`src/rtl/systolic_pkg.sv`:
```
// Shared types and width helpers for the systolic drain-side collector.
package systolic_pkg;

    typedef enum logic [1:0] {
        IDLE = 2'd0,
        RUN  = 2'd1,
        DONE = 2'd2
    } collector_state_t;

    // Pointer width, never zero even for a degenerate one-column array.
    function automatic int unsigned idx_w(input int unsigned n);
        return (n > 1) ? $clog2(n) : 1;
    endfunction

    function automatic int unsigned cnt_w(input int unsigned n);
        return $clog2(n + 1);
    endfunction

endpackage

```
`src/rtl/systolic_output_collector_fifo.sv`:
```
// Per-column result FIFO: registered storage, head visible the cycle after a write.
module result_column_fifo
    import systolic_pkg::*;
#(
    parameter int unsigned DEPTH      = 8,
    parameter int unsigned DATA_WIDTH = 32
) (
    input  logic                       clk_i,
    input  logic                       rstn_i,
    input  logic                       clear_i,
    input  logic                       push_i,
    input  logic [DATA_WIDTH-1:0]      wdata_i,
    input  logic                       pop_i,
    output logic [DATA_WIDTH-1:0]      rdata_o,
    output logic                       empty_o,
    output logic [cnt_w(DEPTH)-1:0]    count_o
);

    localparam int unsigned PTR_W = idx_w(DEPTH);
    localparam int unsigned CNT_W = cnt_w(DEPTH);

    logic [DATA_WIDTH-1:0] r_mem [DEPTH];
    logic [PTR_W-1:0]      r_wr_ptr;
    logic [PTR_W-1:0]      r_rd_ptr;
    logic [CNT_W-1:0]      r_count;
    logic                  w_push;
    logic                  w_pop;

    function automatic logic [PTR_W-1:0] next_ptr(input logic [PTR_W-1:0] p);
        return (p == PTR_W'(DEPTH - 1)) ? '0 : p + PTR_W'(1);
    endfunction

    always_comb begin
        w_pop  = pop_i && (r_count != '0);
        w_push = push_i && ((r_count != CNT_W'(DEPTH)) || w_pop);
    end

    always_ff @(posedge clk_i or negedge rstn_i) begin
        if (!rstn_i) begin
            r_wr_ptr <= '0;
            r_rd_ptr <= '0;
            r_count  <= '0;
        end else if (clear_i) begin
            r_wr_ptr <= '0;
            r_rd_ptr <= '0;
            r_count  <= '0;
        end else begin
            if (w_push) r_wr_ptr <= next_ptr(r_wr_ptr);
            if (w_pop)  r_rd_ptr <= next_ptr(r_rd_ptr);
            if (w_push && !w_pop)      r_count <= r_count + CNT_W'(1);
            else if (w_pop && !w_push) r_count <= r_count - CNT_W'(1);
        end
    end

    // Storage carries no reset; occupancy alone decides what is valid.
    always_ff @(posedge clk_i) begin
        if (w_push && !clear_i) r_mem[r_wr_ptr] <= wdata_i;
    end

    assign rdata_o = r_mem[r_rd_ptr];
    assign empty_o = (r_count == '0);
    assign count_o = r_count;

endmodule

```
`src/rtl/systolic_output_collector.sv`:
```
// Captures skewed per-column results from the array's south edge and replays
// them as a row-major valid/ready stream.
module systolic_output_collector
    import systolic_pkg::*;
#(
    parameter int unsigned N          = 8,
    parameter int unsigned DATA_WIDTH = 32
) (
    input  logic                   clk_i,
    input  logic                   rstn_i,
    input  logic                   start_i,
    input  logic [DATA_WIDTH-1:0]  col_data_i [0:N-1],
    input  logic [N-1:0]           col_valid_i,
    output logic [DATA_WIDTH-1:0]  result_data_o,
    output logic [idx_w(N)-1:0]    result_row_o,
    output logic [idx_w(N)-1:0]    result_col_o,
    output logic                   result_valid_o,
    input  logic                   result_ready_i,
    output logic                   result_last_o,
    output logic                   busy_o,
    output logic                   done_o,
    output logic                   overflow_o
);

    localparam int unsigned IDX_W = idx_w(N);
    localparam int unsigned CNT_W = cnt_w(N);

    collector_state_t      r_state;
    logic [IDX_W-1:0]      r_row;
    logic [IDX_W-1:0]      r_col;
    logic                  r_overflow;
    logic [CNT_W-1:0]      r_cap_cnt  [N];

    logic [DATA_WIDTH-1:0] w_head     [N];
    logic [CNT_W-1:0]      w_fifo_cnt [N];
    logic [N-1:0]          w_empty;
    logic [N-1:0]          w_push;
    logic [N-1:0]          w_pop;
    logic [N-1:0]          w_drop;
    logic                  w_run;
    logic                  w_clear;
    logic                  w_valid;
    logic                  w_hs;
    logic                  w_last;

    for (genvar j = 0; j < N; j++) begin : g_col
        result_column_fifo #(
            .DEPTH      (N),
            .DATA_WIDTH (DATA_WIDTH)
        ) u_fifo (
            .clk_i   (clk_i),
            .rstn_i  (rstn_i),
            .clear_i (w_clear),
            .push_i  (w_push[j]),
            .wdata_i (col_data_i[j]),
            .pop_i   (w_pop[j]),
            .rdata_o (w_head[j]),
            .empty_o (w_empty[j]),
            .count_o (w_fifo_cnt[j])
        );
    end

    // Capture gating, pop steering and stream qualifiers.
    always_comb begin
        w_run   = (r_state == RUN);
        w_clear = start_i && (r_state != RUN);
        w_valid = w_run && !w_empty[r_col];
        w_hs    = w_valid && result_ready_i;
        w_last  = w_valid && (r_row == IDX_W'(N - 1)) && (r_col == IDX_W'(N - 1));
        w_push  = '0;
        w_pop   = '0;
        w_drop  = '0;
        for (int unsigned j = 0; j < N; j++) begin
            w_pop[j]  = w_hs && (r_col == IDX_W'(j));
            w_drop[j] = w_run && col_valid_i[j] && (r_cap_cnt[j] >= CNT_W'(N));
            w_push[j] = w_run && col_valid_i[j] && (r_cap_cnt[j] < CNT_W'(N))
                        && ((w_fifo_cnt[j] < CNT_W'(N)) || w_pop[j]);
        end
    end

    always_ff @(posedge clk_i or negedge rstn_i) begin
        if (!rstn_i) begin
            for (int unsigned j = 0; j < N; j++) r_cap_cnt[j] <= '0;
        end else if (w_clear) begin
            for (int unsigned j = 0; j < N; j++) r_cap_cnt[j] <= '0;
        end else begin
            for (int unsigned j = 0; j < N; j++) begin
                if (w_push[j]) r_cap_cnt[j] <= r_cap_cnt[j] + CNT_W'(1);
            end
        end
    end

    always_ff @(posedge clk_i or negedge rstn_i) begin
        if (!rstn_i) begin
            r_state    <= IDLE;
            r_row      <= '0;
            r_col      <= '0;
            r_overflow <= 1'b0;
        end else begin
            case (r_state)
                IDLE, DONE: begin
                    if (start_i) begin
                        r_state    <= RUN;
                        r_row      <= '0;
                        r_col      <= '0;
                        r_overflow <= 1'b0;
                    end
                end
                RUN: begin
                    if (|w_drop) r_overflow <= 1'b1;
                    if (w_hs) begin
                        if (w_last) begin
                            r_state <= DONE;
                            r_row   <= '0;
                            r_col   <= '0;
                        end else if (r_col == IDX_W'(N - 1)) begin
                            r_col <= '0;
                            r_row <= r_row + IDX_W'(1);
                        end else begin
                            r_col <= r_col + IDX_W'(1);
                        end
                    end
                end
                default: r_state <= IDLE;
            endcase
        end
    end

    assign result_data_o  = w_valid ? w_head[r_col] : '0;
    assign result_row_o   = r_row;
    assign result_col_o   = r_col;
    assign result_valid_o = w_valid;
    assign result_last_o  = w_last;
    assign busy_o         = w_run;
    assign done_o         = (r_state == DONE);
    assign overflow_o     = r_overflow;

endmodule

```
`config.mk`:
```
export PLATFORM = sky130hd
export DESIGN_NAME = systolic_output_collector
export DESIGN_NICKNAME = d
export VERILOG_FILES = /design/src/rtl/systolic_pkg.sv /design/src/rtl/systolic_output_collector_fifo.sv /design/src/rtl/systolic_output_collector.sv
export SDC_FILE = /design/constraint.sdc
export NUM_CORES = 2
export LEC_CHECK = 0
export BUFFER_PORTS_ARGS = -buffer_cell sky130_fd_sc_hd__clkbuf_2
export CELL_PAD_IN_SITES_DETAIL_PLACEMENT = 1
export CELL_PAD_IN_SITES_GLOBAL_PLACEMENT = 1
export CORE_ASPECT_RATIO = 0.5
export CORE_MARGIN = 8
export CORE_UTILIZATION = 45
export CTS_CLUSTER_DIAMETER = 30
export DETAILED_ROUTE_END_ITERATION = 8
export PLACE_DENSITY_LB_ADDON = 0.05
export SLEW_MARGIN = 20
export SYNTH_ARGS = -nofsm -noshare
export SYNTH_HDL_FRONTEND = slang
export SYNTH_SLANG_ARGS = --single-unit
export TNS_END_PERCENT = 50
```
`constraint.sdc`:
```
create_clock -name clk_i -period 14.55 [get_ports clk_i]
set_input_delay 2.1825 -clock clk_i [delete_from_list [all_inputs] [get_ports clk_i]]
set_output_delay 2.1825 -clock clk_i [all_outputs]
set_load 0.05 [all_outputs]
```
Word-level counts from Yosys, hierarchy flattened --
Memory sizes are Yosys's and may differ from the RTL's. Cells that the tools add are included.
Word-level totals: bits in registers 121, bits in writable memories 2048, input bits 268, logic and storage cells 448, memories kept 8
Operators by class: add/subtract/negate cells 42, order comparisons 26, equal/unequal tests 40, multiplexer cells 119, bitwise logic cells 1, reduce and logical (&&, ||, !) cells 176
Memories:
- g_col[0].u_fifo.r_mem | depth 8, bits a word 32, rd ports 1, clocked after Yosys merged registers in 0, wr ports 1, RTL line systolic_output_collector_fifo.sv:22 | logic [DATA_WIDTH-1:0] r_mem [DEPTH];
- g_col[1].u_fifo.r_mem | depth 8, bits a word 32, rd ports 1, clocked after Yosys merged registers in 0, wr ports 1, RTL line systolic_output_collector_fifo.sv:22
- g_col[2].u_fifo.r_mem | depth 8, bits a word 32, rd ports 1, clocked after Yosys merged registers in 0, wr ports 1, RTL line systolic_output_collector_fifo.sv:22
- g_col[3].u_fifo.r_mem | depth 8, bits a word 32, rd ports 1, clocked after Yosys merged registers in 0, wr ports 1, RTL line systolic_output_collector_fifo.sv:22
- g_col[4].u_fifo.r_mem | depth 8, bits a word 32, rd ports 1, clocked after Yosys merged registers in 0, wr ports 1, RTL line systolic_output_collector_fifo.sv:22
- g_col[5].u_fifo.r_mem | depth 8, bits a word 32, rd ports 1, clocked after Yosys merged registers in 0, wr ports 1, RTL line systolic_output_collector_fifo.sv:22
- 2 more memories
Operators with widths (count):
- $mux 3 | 55
- $mux 32 | 4
- $mux 4 | 32
- $bmux 32 s3 | 1
- $logic_and 1x1->1 | 85
- $add 4x1->4 const B | 16
- $lt 4x4->1 const B | 16
- $eq 3x3->1 const B | 21
- $add 3x1->3 const B | 18
- $reduce_bool 2->1 | 25
- $ge 4x4->1 const B | 9
- $logic_not 4->1 | 8
- $ne 4x4->1 const B | 8
- $reduce_bool 4->1 | 8
- $sub 4x1->4 const B | 8
- $reduce_bool 3->1 | 8
- $mux 1 | 19
- $logic_not 1->1 | 18
- $logic_or 1x1->1 | 16
- $pmux 3 s2 | 2
- $reduce_and 3->1 | 3
- $reduce_or 8->1 | 1
- $eq 3x2->1 const B | 2
- $mux 2 | 3
- 15 further kinds | 18

Longest topological paths before layout --
depth in word-level cells 15, gate-level depth with buffers 17, gate-level depth less buffers 14

Hierarchy --
From an unflattened synthesis, not the netlist that was laid out.
Second synthesis, totals: cells, all modules 4085, area total of the unflattened synthesis 87521.4 um2
By module, submodules not included:
- result_column_fifo (g_col[0].u_fifo ...) | instances 4, cells each 453, area each 10349.9 um2
- result_column_fifo (g_col[6].u_fifo ...) | instances 2, cells each 452, area each 10346.2 um2
- result_column_fifo (g_col[1].u_fifo ...) | instances 2, cells each 452, area each 10344.9 um2
- systolic_output_collector | instances 1, cells each 465, area each 4739.5 um2

Worst setup path after synthesis --
Ideal clock, no wire load.
kind input to register, from in result_ready_i, to mem g_col[6].u_fifo.r_mem[4][0] (enable), arrival 6.773 ns, path slack 7.264 ns, stages on the path 7, cells stage by stage clkbuf_1 -> and4b_1 -> nand2_1 -> o31ai_1 -> nand2_1 -> clkbuf_1 -> nor4b_1
On the way: word-level cells in the longest chain between the ends 8, elaborated cells on any way between the ends 10, classes of those cells mux: 2; reduce/logical: 8
Ends and longest elaborated chain:
- start: declaration | RTL line systolic_output_collector.sv:18 | input logic result_ready_i,
- $logic_and 1x1->1 (*) | RTL line systolic_output_collector.sv:68 | w_hs = w_valid && result_ready_i;
- $logic_and 1x1->1 (*) | RTL line systolic_output_collector.sv:74 | w_pop[j] = w_hs && (r_col == IDX_W'(j));
- $logic_or 1x1->1 or $logic_and 1x1->1 (tied branches) | RTL line systolic_output_collector.sv:77, systolic_output_collector_fifo.sv:34
- $logic_and 1x1->1 or $logic_or 1x1->1 (tied branches) | RTL line systolic_output_collector.sv:77, systolic_output_collector_fifo.sv:35
- $logic_and 1x1->1 (*) | RTL line systolic_output_collector_fifo.sv:35 | w_push = push_i && ((r_count != CNT_W'(DEPTH)) || w_pop);
- $logic_and 1x1->1 (*) | RTL line systolic_output_collector_fifo.sv:57 | if (w_push && !clear_i) r_mem[r_wr_ptr] <= wdata_i;
- $mux 1 (*) | RTL line systolic_output_collector_fifo.sv:57
- $mux 1 (implied by the code) (*) | RTL line systolic_output_collector_fifo.sv:57
- end: declaration | RTL line systolic_output_collector_fifo.sv:22
Mark *: on every way between the ends. The rest lies on a longest branch, timed or not.

Worst setup path in the final report --
from reg r_col[0], in the netlist result_col_o[0], to out result_data_o[23]
On the way: word-level cells in the longest chain between the ends 5, elaborated cells on any way between the ends 9, classes of those cells mux: 6; bitwise: 1; reduce/logical: 2
Ends and longest elaborated chain:
- start: declaration | RTL line systolic_output_collector.sv:30 | logic [IDX_W-1:0] r_col;
- start signal: assignment | RTL line systolic_output_collector.sv:120 | r_col <= r_col + IDX_W'(1);
- $not 3->4 (implied by the code) or $bmux 1 s3 (tied branches) | RTL line systolic_output_collector.sv:129, systolic_output_collector.sv:67
- $bmux 32 s3 or $mux 1 (tied branches) | RTL line systolic_output_collector.sv:129, systolic_output_collector.sv:67
- $mux 32 (implied by the code) or $logic_not 1->1 (tied branches) | RTL line systolic_output_collector.sv:129, systolic_output_collector.sv:67
- $mux 32 (implied by the code) or $logic_and 1x1->1 (tied branches) | RTL line systolic_output_collector.sv:129, systolic_output_collector.sv:67
- $mux 32 (*) | RTL line systolic_output_collector.sv:129 | assign result_data_o = w_valid ? w_head[r_col] : '0;
- end: declaration | RTL line systolic_output_collector.sv:14 | output logic [DATA_WIDTH-1:0] result_data_o,
Mark *: on every way between the ends. The rest lies on a longest branch, timed or not. The select of a mux whose other input is x is not followed.

==> summary.md <==
| Metric | Value |
|---|---|
| Syn avg cell area | `21.11 sq um` |
| Primary FF master, synth | `edfxtp_1` |
| Row count | `113` |
| Initial antenna violation count | `41` |
| WP data required | `12.37 ns` |
| Wirelength, routed | `228.0 mm` |
| Peak VDD IR | `0.1737 mV` |
| Maximum clock insertion buffer count | `4` |
| Hold-fix buffers, CTS | `0` |
| Total clock buffers created by CTS | `316` |
| # IOs | `311` |
| Reg area | `0.06458 sq mm` |
| CTS sink count | `2169` |
| Tcrit/Tclk final | `0.5498` |
| FMAX | `125.0 MHz` |
| Clock slew at reported path FFs | `0.05 ns` |
| Worst Max-Slew Pin Slew | `1.331 ns` |
| Crit Path Class | `reg2out` |
| Vias in the first global route | `45.03k` |
| CP Data Arrival Time | `5.82 ns` |
| Total Routing Usage GR | `0.2203` |
| Share of layout cells above drive strength 1 | `0.3330` |
| Critical path startpoint category | `register` |
| Final Wtd Congestion | `0.8288` |
| Fin crit period | `7.999 ns` |
| Yosys warning count | `0` |
| CTS tree | `yes` |
| Drt wl/cell | `30.90 um` |
| Power per cell area | `204.4 mW/mm^2` |
| Yosys reg bits | `2169` |
| Antenna viol nets, final | `0` |
| Via count | `42.43k` |
| Multi-input gate area | `0.02033 sq mm` |
| Initial Utilization | `0.4518` |
| Grt total ovfl | `0` |
| Area growth from synthesis to final layout | `18.45%` |
| Comb power frac | `0.260` |
| Hold Fails Final Rpt | `0` |
| Critical-path cell list | `nand2b_1, o22ai_2, a21oi_2, nand2_4, inv_2, o211ai_1, a41oi_1, clkbuf_2` |
| Max-slew violations | `0` |
| NumNets Final | `4931` |
| Leak pwr | `32.94 nW` |
| First-pass GRT wire length | `326.6 mm` |
| Sum Neg Setup Slack | `0 ns` |
| Overall Power | `20.70 mW` |
| Worst-Skew Late Latency | `0.84 ns` |
| Synthesized instance count | `4051` |
| Largest net degree at the start of global routing | `79` |
| Net switching power | `6.777 mW` |
| Post-CTS setup buffer count | `0` |
| Rel. slew slack | `0.1128` |
| Post-layout util | `0.5352` |
| Vias per inst | `5.752` |
| Crit. End Element | `primary output` |
| Fill cells | `16.41k` |
| Commonest non-fill, non-tap cells in the layout | `edfxtp_1, mux4_2, clkbuf_16, clkbuf_2, mux2i_1` |
| Max stage delay cell, worst path | `nand2b_1` |
| Die width | `632.6 um` |
| Hold Path Class | `reg2reg` |
| Flop pwr share | `0.373` |
| Crit path max fanout | `22` |
| Post-place setup slack | `7.480 ns` |
| Internal power | `13.93 mW` |
| Max Cap Violations | `0` |
| Setup ws final | `6.551 ns` |
| Post-synth ARST share | `0.05579` |
| Cell Area, Synth | `0.08554 sq mm` |
| Core Area | `0.1893 sq mm` |
| DRT Pass-1 Iters | `6` |
| Status | `complete, no violations` |
| # setup viols final | `0` |
| # DRC | `0` |
| Final Skew | `0.04708 ns` |
| Sequential area share after synthesis | `0.7544` |
| Commonest non-fill, non-tap cell in the layout | `edfxtp_1` |
| H-tree lvl count | `5` |
| Die area | `0.2051 sq mm` |
| Clock Power Share | `0.367` |
| Switching Share | `0.3273` |
| DRT iter0 DRCs | `3295` |
| Die height | `324.3 um` |
| Syn_nets | `4400` |
| Dpl hpwl | `138.5 mm` |
| Post-CTS Resized | `0` |
| Netlist cell types | `84` |
| Root Driver | `clkbuf_16` |
| Slowest stage delay, CP | `0.94 ns` |
| RSZ-0062 raised after global routing | `no` |
| Number of port buffers | `310` |
| Number of flops mapped to enable cells by yosys | `2048` |
## layer usage
metal  part of all wire  routed length (um)  track usage
met4              0.028                6487      0.06097
met1               0.43               98500       0.3028
met3              0.056               12840      0.04591
met5            0.00033                  75            0
met2               0.48              110100       0.3605
## area by class of cell
| cell class | instances | share of cell area |
|---|---|---|
| Sequential cell | 2169 | 0.6375 |
| Multi-Input combinational cell | 1615 | 0.2006 |
| Clock buffer | 343 | 0.08072 |
| Tap cell | 2530 | 0.03124 |
| Timing Repair Buffer | 422 | 0.02387 |
| Clock inverter | 231 | 0.02370 |
| Inverter | 58 | 0.002149 |
| Antenna cell | 9 | 0.0002223 |
## registers in the layout, summed over array words and instances (netlist names)
| signal | count |
|---|---|
| g_col.u_fifo.r_rd_ptr | 24 |
| g_col.u_fifo.r_mem | 2048 |
| overflow_o | 1 |
| r_cap_cnt | 32 |
| g_col.u_fifo.r_wr_ptr | 24 |
| result_col_o | 3 |
| result_row_o | 3 |
| r_state | 2 |
| g_col.u_fifo.count_o | 32 |
## per-stage QoR
stage / cells / hold WS (ns) / area (sq um)
after floorplan: 4051 / 0.4440 / 85540
after global placement: 6791 / 0.4608 / 90640
after detailed placement: 6792 / 0.4771 / 90660
after CTS: 7366 / 0.4873 / 101200
after global routing: 7371 / 0.5026 / 101300
final: 7377 / 0.4852 / 101300
## critical path, delay by kind of cell (launching register included)
kind	cells	cell delay, ns
AOI/OAI and AO/OA	4	2.11
and+or+nand+nor	2	1.20
buffers and inverters	2	0.96
DFF	1	0.66
## synth_stat cells, types with 4 or more instances
cell type / count / area [sq um]
dfrtp_1: 121 / 3028
o22a_1: 18 / 157.7
nand3b_1: 10 / 75.07
mux4_2: 512 / 11530
a22oi_1: 51 / 382.9
nor3_1: 44 / 220.2
nand3_1: 42 / 210.2
and3_1: 8 / 50.05
edfxtp_1: 2048 / 61500
fa_1: 8 / 160.2
xor2_1: 11 / 96.34
a21o_1: 15 / 112.6
clkbuf_1: 111 / 416.7
o22ai_1: 55 / 344.1
nor2_1: 71 / 266.5
or4_1: 8 / 60.06
nor4b_1: 11 / 96.34
nor4_1: 12 / 75.07
nand2b_1: 14 / 87.58
a21oi_1: 52 / 260.3
nand3_2: 4 / 40.04
buf_2: 59 / 295.3
a41oi_1: 23 / 201.4
and2_1: 4 / 25.02
or3_1: 5 / 31.28
o21ai_0: 27 / 135.1
buf_6: 5 / 56.30
buf_1: 32 / 120.1
mux2_2: 25 / 281.5
nor3b_1: 17 / 127.6
ha_1: 73 / 913.4
inv_1: 53 / 198.9
nor2b_1: 18 / 112.6
a31o_2: 4 / 35.03
o211ai_1: 32 / 240.2
o31ai_1: 19 / 142.6
nand2_1: 124 / 465.5
a211oi_1: 17 / 127.6
mux2i_1: 223 / 2232
xnor2_1: 4 / 35.03
## logic make-up after synthesis
logic type / Yosys count / synth area share
buffers and inverters: 267 / 0.01308
muxes: 760 / 0.1642
adders and majority gates: 81 / 0.01255
AOI/OAI and AO/OA: 351 / 0.02988
and+or+nand+nor: 408 / 0.02437
xor gates and xnor gates: 15 / 0.001536
DFF: 2169 / 0.7544
## power by group through the flow
stage	clock, mW	combinational [mW]	sequential [mW]
CTS	7.77	5.47	7.74
global route	8.01	5.69	7.79
finish	7.60	5.38	7.72
detailed placement	0	5.45	7.86
global placement	0	5.39	7.83
floorplan	0	3.56	7.56
## worst paths after layout
check,from,to,slack [ns],depth (start not counted)
worst min register to register,r_cap_cnt[30],r_cap_cnt[30],0.49,1
min in group asynchronous,rstn_i,g_col[5].u_fifo.r_rd_ptr[1],1.44,1
max in group asynchronous,rstn_i,g_col[2].u_fifo.r_rd_ptr[0],11.75,2
worst max-delay path,result_col_o[0],result_data_o[23],6.55,8
worst min-delay path,r_cap_cnt[30],r_cap_cnt[30],0.49,1
worst max register to register,result_col_o[0],g_col[3].u_fifo.count_o[3],9.79,11
(Power assumes the default switching activity.)
